File: config.mk
export PLATFORM = sky130hd
export DESIGN_NAME = image_read_8port
export DESIGN_NICKNAME = d
export VERILOG_FILES = /design/src/rtl/image_read_8port.sv
export SDC_FILE = /design/constraint.sdc
export NUM_CORES = 1
export LEC_CHECK = 0
export BUFFER_PORTS_ARGS = -buffer_cell sky130_fd_sc_hd__buf_2
export CORE_AREA = 2 2 159 161
export DETAILED_ROUTE_END_ITERATION = 6
export DIE_AREA = 0 0 161 163
export GPL_ROUTABILITY_DRIVEN = 0
export PLACE_DENSITY = 0.66
export SYNTH_ARGS = -nofsm -noshare
export SYNTH_HDL_FRONTEND = slang
export SYNTH_SLANG_ARGS = --single-unit
export TNS_END_PERCENT = 50
File: constraint.sdc
create_clock -name clk -period 4.5 [get_ports clk]
set_input_delay 0.675 -clock clk [delete_from_list [all_inputs] [get_ports clk]]
set_output_delay 0.675 -clock clk [all_outputs]
set_load 0.03 [all_outputs]
File: src/rtl/image_read_8port.sv
// rtl/image_read_8port.sv - 1080p raster source, 8 RGB888 pixels per clock from a synchronous pixel memory
// Optional feature macro: TEST_PATTERN_EN (internal 8-bar colour pattern, memory path unused)
module image_read_8port #(
  parameter int H_ACTIVE_CLK = 240,
  parameter int H_FP_CLK     = 11,
  parameter int H_SYNC_CLK   = 6,
  parameter int H_BP_CLK     = 18,
  parameter int V_ACTIVE     = 1080,
  parameter int V_FP         = 4,
  parameter int V_SYNC       = 5,
  parameter int V_BP         = 36,
  parameter int ADDR_W       = 18
) (
  input  logic              clk,
  input  logic              rst_b,
  input  logic              en,
  output logic              mem_rd,
  output logic [ADDR_W-1:0] mem_addr,
  input  logic [191:0]      mem_rdata,
  output logic              vs_out,
  output logic              hs_out,
  output logic              de_out,
  output logic [7:0]        r_out_01, r_out_02, r_out_03, r_out_04,
  output logic [7:0]        r_out_05, r_out_06, r_out_07, r_out_08,
  output logic [7:0]        g_out_01, g_out_02, g_out_03, g_out_04,
  output logic [7:0]        g_out_05, g_out_06, g_out_07, g_out_08,
  output logic [7:0]        b_out_01, b_out_02, b_out_03, b_out_04,
  output logic [7:0]        b_out_05, b_out_06, b_out_07, b_out_08,
  output logic              frame_done
);

  localparam int H_TOTAL = H_ACTIVE_CLK + H_FP_CLK + H_SYNC_CLK + H_BP_CLK;
  localparam int V_TOTAL = V_ACTIVE + V_FP + V_SYNC + V_BP;
  localparam int HW = $clog2(H_TOTAL);
  localparam int VW = $clog2(V_TOTAL);

  localparam logic [HW-1:0] H_LAST   = HW'(H_TOTAL - 1);
  localparam logic [HW-1:0] H_DE_END = HW'(H_ACTIVE_CLK);
  localparam logic [HW-1:0] H_HS_BEG = HW'(H_ACTIVE_CLK + H_FP_CLK);
  localparam logic [HW-1:0] H_HS_END = HW'(H_ACTIVE_CLK + H_FP_CLK + H_SYNC_CLK);
  localparam logic [VW-1:0] V_LAST   = VW'(V_TOTAL - 1);
  localparam logic [VW-1:0] V_DE_END = VW'(V_ACTIVE);
  localparam logic [VW-1:0] V_VS_BEG = VW'(V_ACTIVE + V_FP);
  localparam logic [VW-1:0] V_VS_END = VW'(V_ACTIVE + V_FP + V_SYNC);
  localparam logic [ADDR_W-1:0] ADDR_LAST = ADDR_W'(H_ACTIVE_CLK * V_ACTIVE - 1);

  typedef enum logic {S_IDLE = 1'b0, S_RUN = 1'b1} state_t;

  state_t          state_q, state_d;
  logic [HW-1:0]   h_cnt;
  logic [VW-1:0]   v_cnt;
  logic            de0, hs0, vs0, fd0;
  logic            de1, hs1, vs1, fd1;
  logic [191:0]    pix_d, pix_q;

  // State register
  always_ff @(posedge clk or negedge rst_b) begin
    if (!rst_b) state_q <= S_IDLE;
    else        state_q <= state_d;
  end

  // Next state: a running frame always completes; en only matters at the frame boundary
  always_comb begin
    state_d = state_q;
    case (state_q)
      S_IDLE:  if (en) state_d = S_RUN;
      S_RUN:   if (fd0 && !en) state_d = S_IDLE;
      default: state_d = S_IDLE;
    endcase
  end

  // Stage-0 timing decode from the raster counters
  always_comb begin
    de0 = 1'b0;
    hs0 = 1'b0;
    vs0 = 1'b0;
    fd0 = 1'b0;
    if (state_q == S_RUN) begin
      de0 = (h_cnt < H_DE_END) && (v_cnt < V_DE_END);
      hs0 = (h_cnt >= H_HS_BEG) && (h_cnt < H_HS_END);
      vs0 = (v_cnt >= V_VS_BEG) && (v_cnt < V_VS_END);
      fd0 = (h_cnt == H_LAST) && (v_cnt == V_LAST);
    end
  end

  // Raster position: held at zero while idle, wraps over the whole frame while running
  always_ff @(posedge clk or negedge rst_b) begin
    if (!rst_b) begin
      h_cnt <= '0;
      v_cnt <= '0;
    end else if (state_q != S_RUN) begin
      h_cnt <= '0;
      v_cnt <= '0;
    end else if (h_cnt == H_LAST) begin
      h_cnt <= '0;
      v_cnt <= (v_cnt == V_LAST) ? '0 : v_cnt + VW'(1);
    end else begin
      h_cnt <= h_cnt + HW'(1);
    end
  end

  // Word address advances after every active read and returns to 0 after the last word of the frame
  always_ff @(posedge clk or negedge rst_b) begin
    if (!rst_b)                mem_addr <= '0;
    else if (state_q != S_RUN) mem_addr <= '0;
    else if (de0)              mem_addr <= (mem_addr == ADDR_LAST) ? '0 : mem_addr + ADDR_W'(1);
  end

  // Stage 1: timing delayed to line up with the memory read data
  always_ff @(posedge clk or negedge rst_b) begin
    if (!rst_b) begin
      de1 <= 1'b0;
      hs1 <= 1'b0;
      vs1 <= 1'b0;
      fd1 <= 1'b0;
    end else begin
      de1 <= de0;
      hs1 <= hs0;
      vs1 <= vs0;
      fd1 <= fd0;
    end
  end

`ifdef TEST_PATTERN_EN
  localparam int BAR_W = H_ACTIVE_CLK / 8;

  logic [HW-1:0] h1;
  logic [2:0]    bar;
  logic [2:0]    rgb;
  logic          unused_rdata;

  assign mem_rd       = 1'b0;
  assign unused_rdata = ^mem_rdata;

  // Stage 1 copy of the horizontal position for the bar index
  always_ff @(posedge clk or negedge rst_b) begin
    if (!rst_b) h1 <= '0;
    else        h1 <= h_cnt;
  end

  // Bars in order white, yellow, cyan, green, magenta, red, blue, black; all 8 pixels identical
  always_comb begin
    bar = 3'd0;
    for (int i = 1; i < 8; i++) begin
      if (32'(h1) >= i * BAR_W) bar = 3'(i);
    end
    case (bar)
      3'd0:    rgb = 3'b111;
      3'd1:    rgb = 3'b110;
      3'd2:    rgb = 3'b011;
      3'd3:    rgb = 3'b010;
      3'd4:    rgb = 3'b101;
      3'd5:    rgb = 3'b100;
      3'd6:    rgb = 3'b001;
      default: rgb = 3'b000;
    endcase
    pix_d = '0;
    if (de1) pix_d = {8{{8{rgb[2]}}, {8{rgb[1]}}, {8{rgb[0]}}}};
  end
`else
  assign mem_rd = de0;

  // Memory word passes through only on active cycles; blanking outputs are black
  always_comb begin
    pix_d = '0;
    if (de1) pix_d = mem_rdata;
  end
`endif

  // Stage 2: every output registered on the same edge so timing and pixels stay aligned
  always_ff @(posedge clk or negedge rst_b) begin
    if (!rst_b) begin
      de_out     <= 1'b0;
      hs_out     <= 1'b0;
      vs_out     <= 1'b0;
      frame_done <= 1'b0;
      pix_q      <= '0;
    end else begin
      de_out     <= de1;
      hs_out     <= hs1;
      vs_out     <= vs1;
      frame_done <= fd1;
      pix_q      <= pix_d;
    end
  end

  assign r_out_01 = pix_q[23:16];   assign g_out_01 = pix_q[15:8];    assign b_out_01 = pix_q[7:0];
  assign r_out_02 = pix_q[47:40];   assign g_out_02 = pix_q[39:32];   assign b_out_02 = pix_q[31:24];
  assign r_out_03 = pix_q[71:64];   assign g_out_03 = pix_q[63:56];   assign b_out_03 = pix_q[55:48];
  assign r_out_04 = pix_q[95:88];   assign g_out_04 = pix_q[87:80];   assign b_out_04 = pix_q[79:72];
  assign r_out_05 = pix_q[119:112]; assign g_out_05 = pix_q[111:104]; assign b_out_05 = pix_q[103:96];
  assign r_out_06 = pix_q[143:136]; assign g_out_06 = pix_q[135:128]; assign b_out_06 = pix_q[127:120];
  assign r_out_07 = pix_q[167:160]; assign g_out_07 = pix_q[159:152]; assign b_out_07 = pix_q[151:144];
  assign r_out_08 = pix_q[191:184]; assign g_out_08 = pix_q[183:176]; assign b_out_08 = pix_q[175:168];

endmodule

* After elaboration in Yosys (flattened, before gate mapping) *
Index checks and enable logic that the tools add are counted.

storage, ports and cells
  bits in registers = 239
  bits of input ports = 195

operators by class
  $add $sub $neg = 3
  order comparisons = 6
  eq/ne operators = 5
  multiplexer cells = 16
  bitwise operators = 1
  reductions and logical operators = 6

operator list
  operator                                              count
  two-way mux 192 bit                                   1
  two-way mux 18 bit                                    3
  two-way mux 11 bit                                    3
  < comparator 11 bit (second input constant)           2
  adder 18 x 1 -> 18 bit (second input constant)        1
  equality test 18 bit (second input constant)          1
  two-way mux 9 bit                                     2
  adder 11 x 1 -> 11 bit (second input constant)        1
  equality test 11 bit (second input constant)          1
  >= comparator 11 bit (second input constant)          1
  adder 9 x 1 -> 9 bit (second input constant)          1
  equality test 9 bit (second input constant)           1
  >= comparator 9 x 8 -> 1 bit (second input constant)  1
  < comparator 9 x 8 -> 1 bit (second input constant)   1
  < comparator 9 bit (second input constant)            1
  two-way mux 1 bit                                     6
  logical AND 1 bit                                     5
  != test 2 x 1 -> 1 bit (second input constant)        2
  one-hot mux 1 bit (2 select lines)                    1
  zero test 1 bit                                       1
  inverter 1 bit                                        1

* Logic depth before layout (Yosys ltp) *
  depth in word-level cells = 6
  mapped depth = 8
  mapped depth without buffers = 7

* Worst setup path after synthesis *
Ideal clock, no wire load.

  kind = register to output
  start point = reg v_cnt[7]
  end point = out mem_rd
  arrival time = 1.717 ns
  required time = 3.825 ns
  path slack = 2.108 ns
  stages on the path, launching flop included = 6
  path through = dfrtp_1 > or3_1 > o21ai_1 > nand2_1 > clkbuf_1 > nor2_1

between the ends
  longest elaborated chain between the ends = 3

ends and longest elaborated chain
  item                    RTL line  source
  start, declared         51        logic [VW-1:0] v_cnt;
  start signal, assigned  96        v_cnt <= (v_cnt == V_LAST) ? '0 : v_cnt + VW'(1);
  < comparator 11 bit     79        de0 = (h_cnt < H_DE_END) && (v_cnt < V_DE_END);
  logical AND 1 bit       79
  two-way mux 1 bit       78        if (state_q == S_RUN) begin
  end, declared           17        output logic mem_rd,

No other way between the ends.

* Worst setup path in the final report *
Same ends and word-level chain as after synthesis.

==> run metrics <==
Ports=410; R2R setup slack=1.98 ns; Initial Util=0.3438; Syn Std Cell Area=8483 µm²; Flop pwr share=0.442; first-pass GRT wire length=35990 µm; area share of the largest cell type after synthesis=0.7050; clock buffer depth=3; antenna viol nets, final=0; Buf/Inv on CP=1; Main synth FF type=dfrtp_1; final-report setup violation count=0; area occupied by registers=5984 µm²; status=finished, final reports clean; Top delay family on crit path=simple AND/OR/NAND/NOR gates; CTS tree=done; Worst Setup Path Type=register to primary output; Resized Gates After CTS=0; CTS Buf Count=26; ranking of synthesized cells by area=dfrtp_1 71%, and2_1 14%, clkbuf_1 1.2%; power per cell area=430.1 nW/µm²; syn nets=862; area leader, netlist=dfrtp_1; most common cell after layout, fill and taps aside=buf_2; Yosys reg bits=239; setup tns final=0 ns; max-cap violations=0; Post-Synthesis Cells=662; FF-to-FF End=mem_addr[12]$_DFFE_PN0P_; layout cells sized above 1=0.4260; CP max stage delay=0.47 ns; WP data arrival=2.54 ns; Int Pwr=0.003913 W; Die H=163 µm; Logic pwr share=0.094; Final HPWL DP=17410 µm; Starting DRT DRC Count=387; Post-synth EDFFs=0; clock root buffer=clkbuf_16; CTS sink count=239; worst path cell trace=or3_1 -> o21ai_1 -> nand2_1 -> nor2_1 -> buf_2; Worst-Skew Late Latency=0.52 ns; final cycle utilization of the critical path=0.7150; GRT overflow=0; row cnt=58; worst slew pin tran=0.9911 ns; drt first pass iters=5; CTS Hold Buffers Added=0; area of the die=26240 µm²; Psw=0.001194 W; Rel. slew slack=0.3393; CP max stage cell=nand2_1; min-delay worst type=input pin to asynchronous set/reset pin; total global-route track usage=0.1755; vias in the first global route=6192; synth-to-layout area growth=39.98%; Clk pwr share=0.465; Avg Inst Size Synth=12.81 µm²; Pleak=5.881 nW; Max IR drop VDD=254.9 µV; Startpoint Class=register; fin. max-slew vios=0; WP data required=3.83 ns; RR Startpoint=mem_addr[0]$_DFFE_PN0P_; total number of vias=6281; RSZ-0062 raised after global routing=no; fillers=2285; Core Util, Final=0.4813; core area=24670 µm²; vias per cell=4.402; drt total wl=23950 µm; Worst Skew=0.01317 ns; htree depth=1; Crit Path Max Fanout=22; part of the Yosys area used for sequential elements=0.7050; Port-buffer cells=409; Die X-Extent=161 µm; Net count, final=1274; fmax=310.8 MHz; Multi-input gate area=2366 µm²; initial antenna violation count=3; fin crit period=3.218 ns; worst r2r path cells=6; DRC viols=0; postcts setup bufs=0; Synth async-reset ratio=1.000; largest net degree at the start of global routing=127; sw frac=0.2338; Distinct cells, synth=42; most frequent cells in the layout=408 x buf_2, 238 x dfrtp_1, 193 x and2_1; Final Hold Vio Count=0; mean routed wirelength per cell=16.79 µm; Ys Warns=0; Worst setup EP type=primary output; Clock transition at path regs=0.06 ns
area by class of cell:
cell class                      count  share of cell area
Antenna cell                        3           0.0006322
Clock buffer                       38             0.06712
Clock inverter                     10             0.01528
Inverter                            7            0.002213
Multi-Input combinational cell    387              0.1992
Sequential cell                   239              0.5040
Tap cell                          330             0.03477
Timing Repair Buffer              413              0.1768
synth_stat cells (all sizes together) (2+ instances only):
master and count:
nor4 3, nand3b 2, nand3 21, a31oi 2, nand4 11, o32ai 5
nor2 27, or2 2, ha 5, xor2 8, dfrtp 239, xnor2 6
and3 4, clkbuf 28, o22ai 5, and4 2, o31ai 2, nor3 7
o21ai 4, mux2i 2, and2 193, nand2b 10, or3 10, nand2 28
a21oi 16, inv 7
cells by family (layout without fill, tap and decap cells):
kind of cell / Yosys count / after routing / synth area share
buffers and inverters: 36 / 468 / 0.01608
adder cells (fa/ha/maj): 5 / 5 / 0.007375
AO/OA/AOI/OAI: 41 / 41 / 0.03245
AND/OR/NAND/NOR: 325 / 325 / 0.2223
flip-flops: 239 / 239 / 0.7050
multiplexers: 2 / 2 / 0.002360
other: 0 / 3 / 0
XOR/XNOR: 14 / 14 / 0.01445
how the worst max path moves through the flow:
stage	startpoint	to	slack (ns)	depth (start not counted)
2_1_floorplan	v_cnt[7]$_DFFE_PN0P_	mem_rd	2.11	5
3_3_place_gp	v_cnt[7]$_DFFE_PN0P_	mem_rd	1.84	5
3_5_place_dp	v_cnt[7]$_DFFE_PN0P_	mem_rd	1.79	5
4_1_cts	v_cnt[7]$_DFFE_PN0P_	mem_rd	1.22	5
5_1_grt	v_cnt[7]$_DFFE_PN0P_	mem_rd	1.03	5
6_report	v_cnt[7]$_DFFE_PN0P_	mem_rd	1.28	5
stage by stage:
| step | area, µm² | instances | setup slack (ns) | total power [W] | hold slack, ns |
|---|---|---|---|---|---|
| after detailed placement | 10890 | 1376 | 1.792 | 0.002780 | 0.3347 |
| after global routing | 11880 | 1427 | 1.029 | 0.005311 | 0.2071 |
| after CTS | 11870 | 1424 | 1.216 | 0.005184 | 0.1650 |
| after floorplan | 8483 | 662 | 2.108 | 0.002542 | 0.3312 |
| after global placement | 10890 | 1376 | 1.838 | 0.002773 | 0.3361 |
| final | 11880 | 1427 | 1.282 | 0.005107 | 0.1504 |
worst register-to-register path: cells and delay by family (launching register included):
| kind | cells | cell delay [ns] |
|---|---|---|
| AO/OA/AOI/OAI | 1 | 0.26 |
| AND/OR/NAND/NOR | 4 | 1.50 |
| adder cells (fa/ha/maj) | 1 | 0.22 |
| flip-flops | 1 | 0.42 |
power by group through the flow:
stage / Combinational [W] / Clock, W / Sequential [W]
6_report: 0.000478 / 0.00237 / 0.00226
5_1_grt: 0.000513 / 0.00254 / 0.00226
4_1_cts: 0.000486 / 0.00244 / 0.00226
3_5_place_dp: 0.000485 / 0 / 0.00230
3_3_place_gp: 0.000481 / 0 / 0.00229
2_1_floorplan: 0.0000583 / 0 / 0.00248
flip-flops by register name, summed over array words and instances (netlist names):
name	count
frame_done	1
vs1	1
h_cnt	9
v_cnt	11
fd1	1
state_q	1
mem_addr	18
hs1	1
de1	1
de_out	1
pix_q	192
vs_out	1
hs_out	1
metal layers:
layer  GRT usage  wire, µm  vias to the layer above
met3     0.04507      1689                       41
li1            -         -                     2972
met2      0.3039     12390                      235
met5           0         0                        -
met1      0.2208      9417                     3033
met4     0.04302       459                        0
No activity file was read; power rests on OpenSTA's default activity.
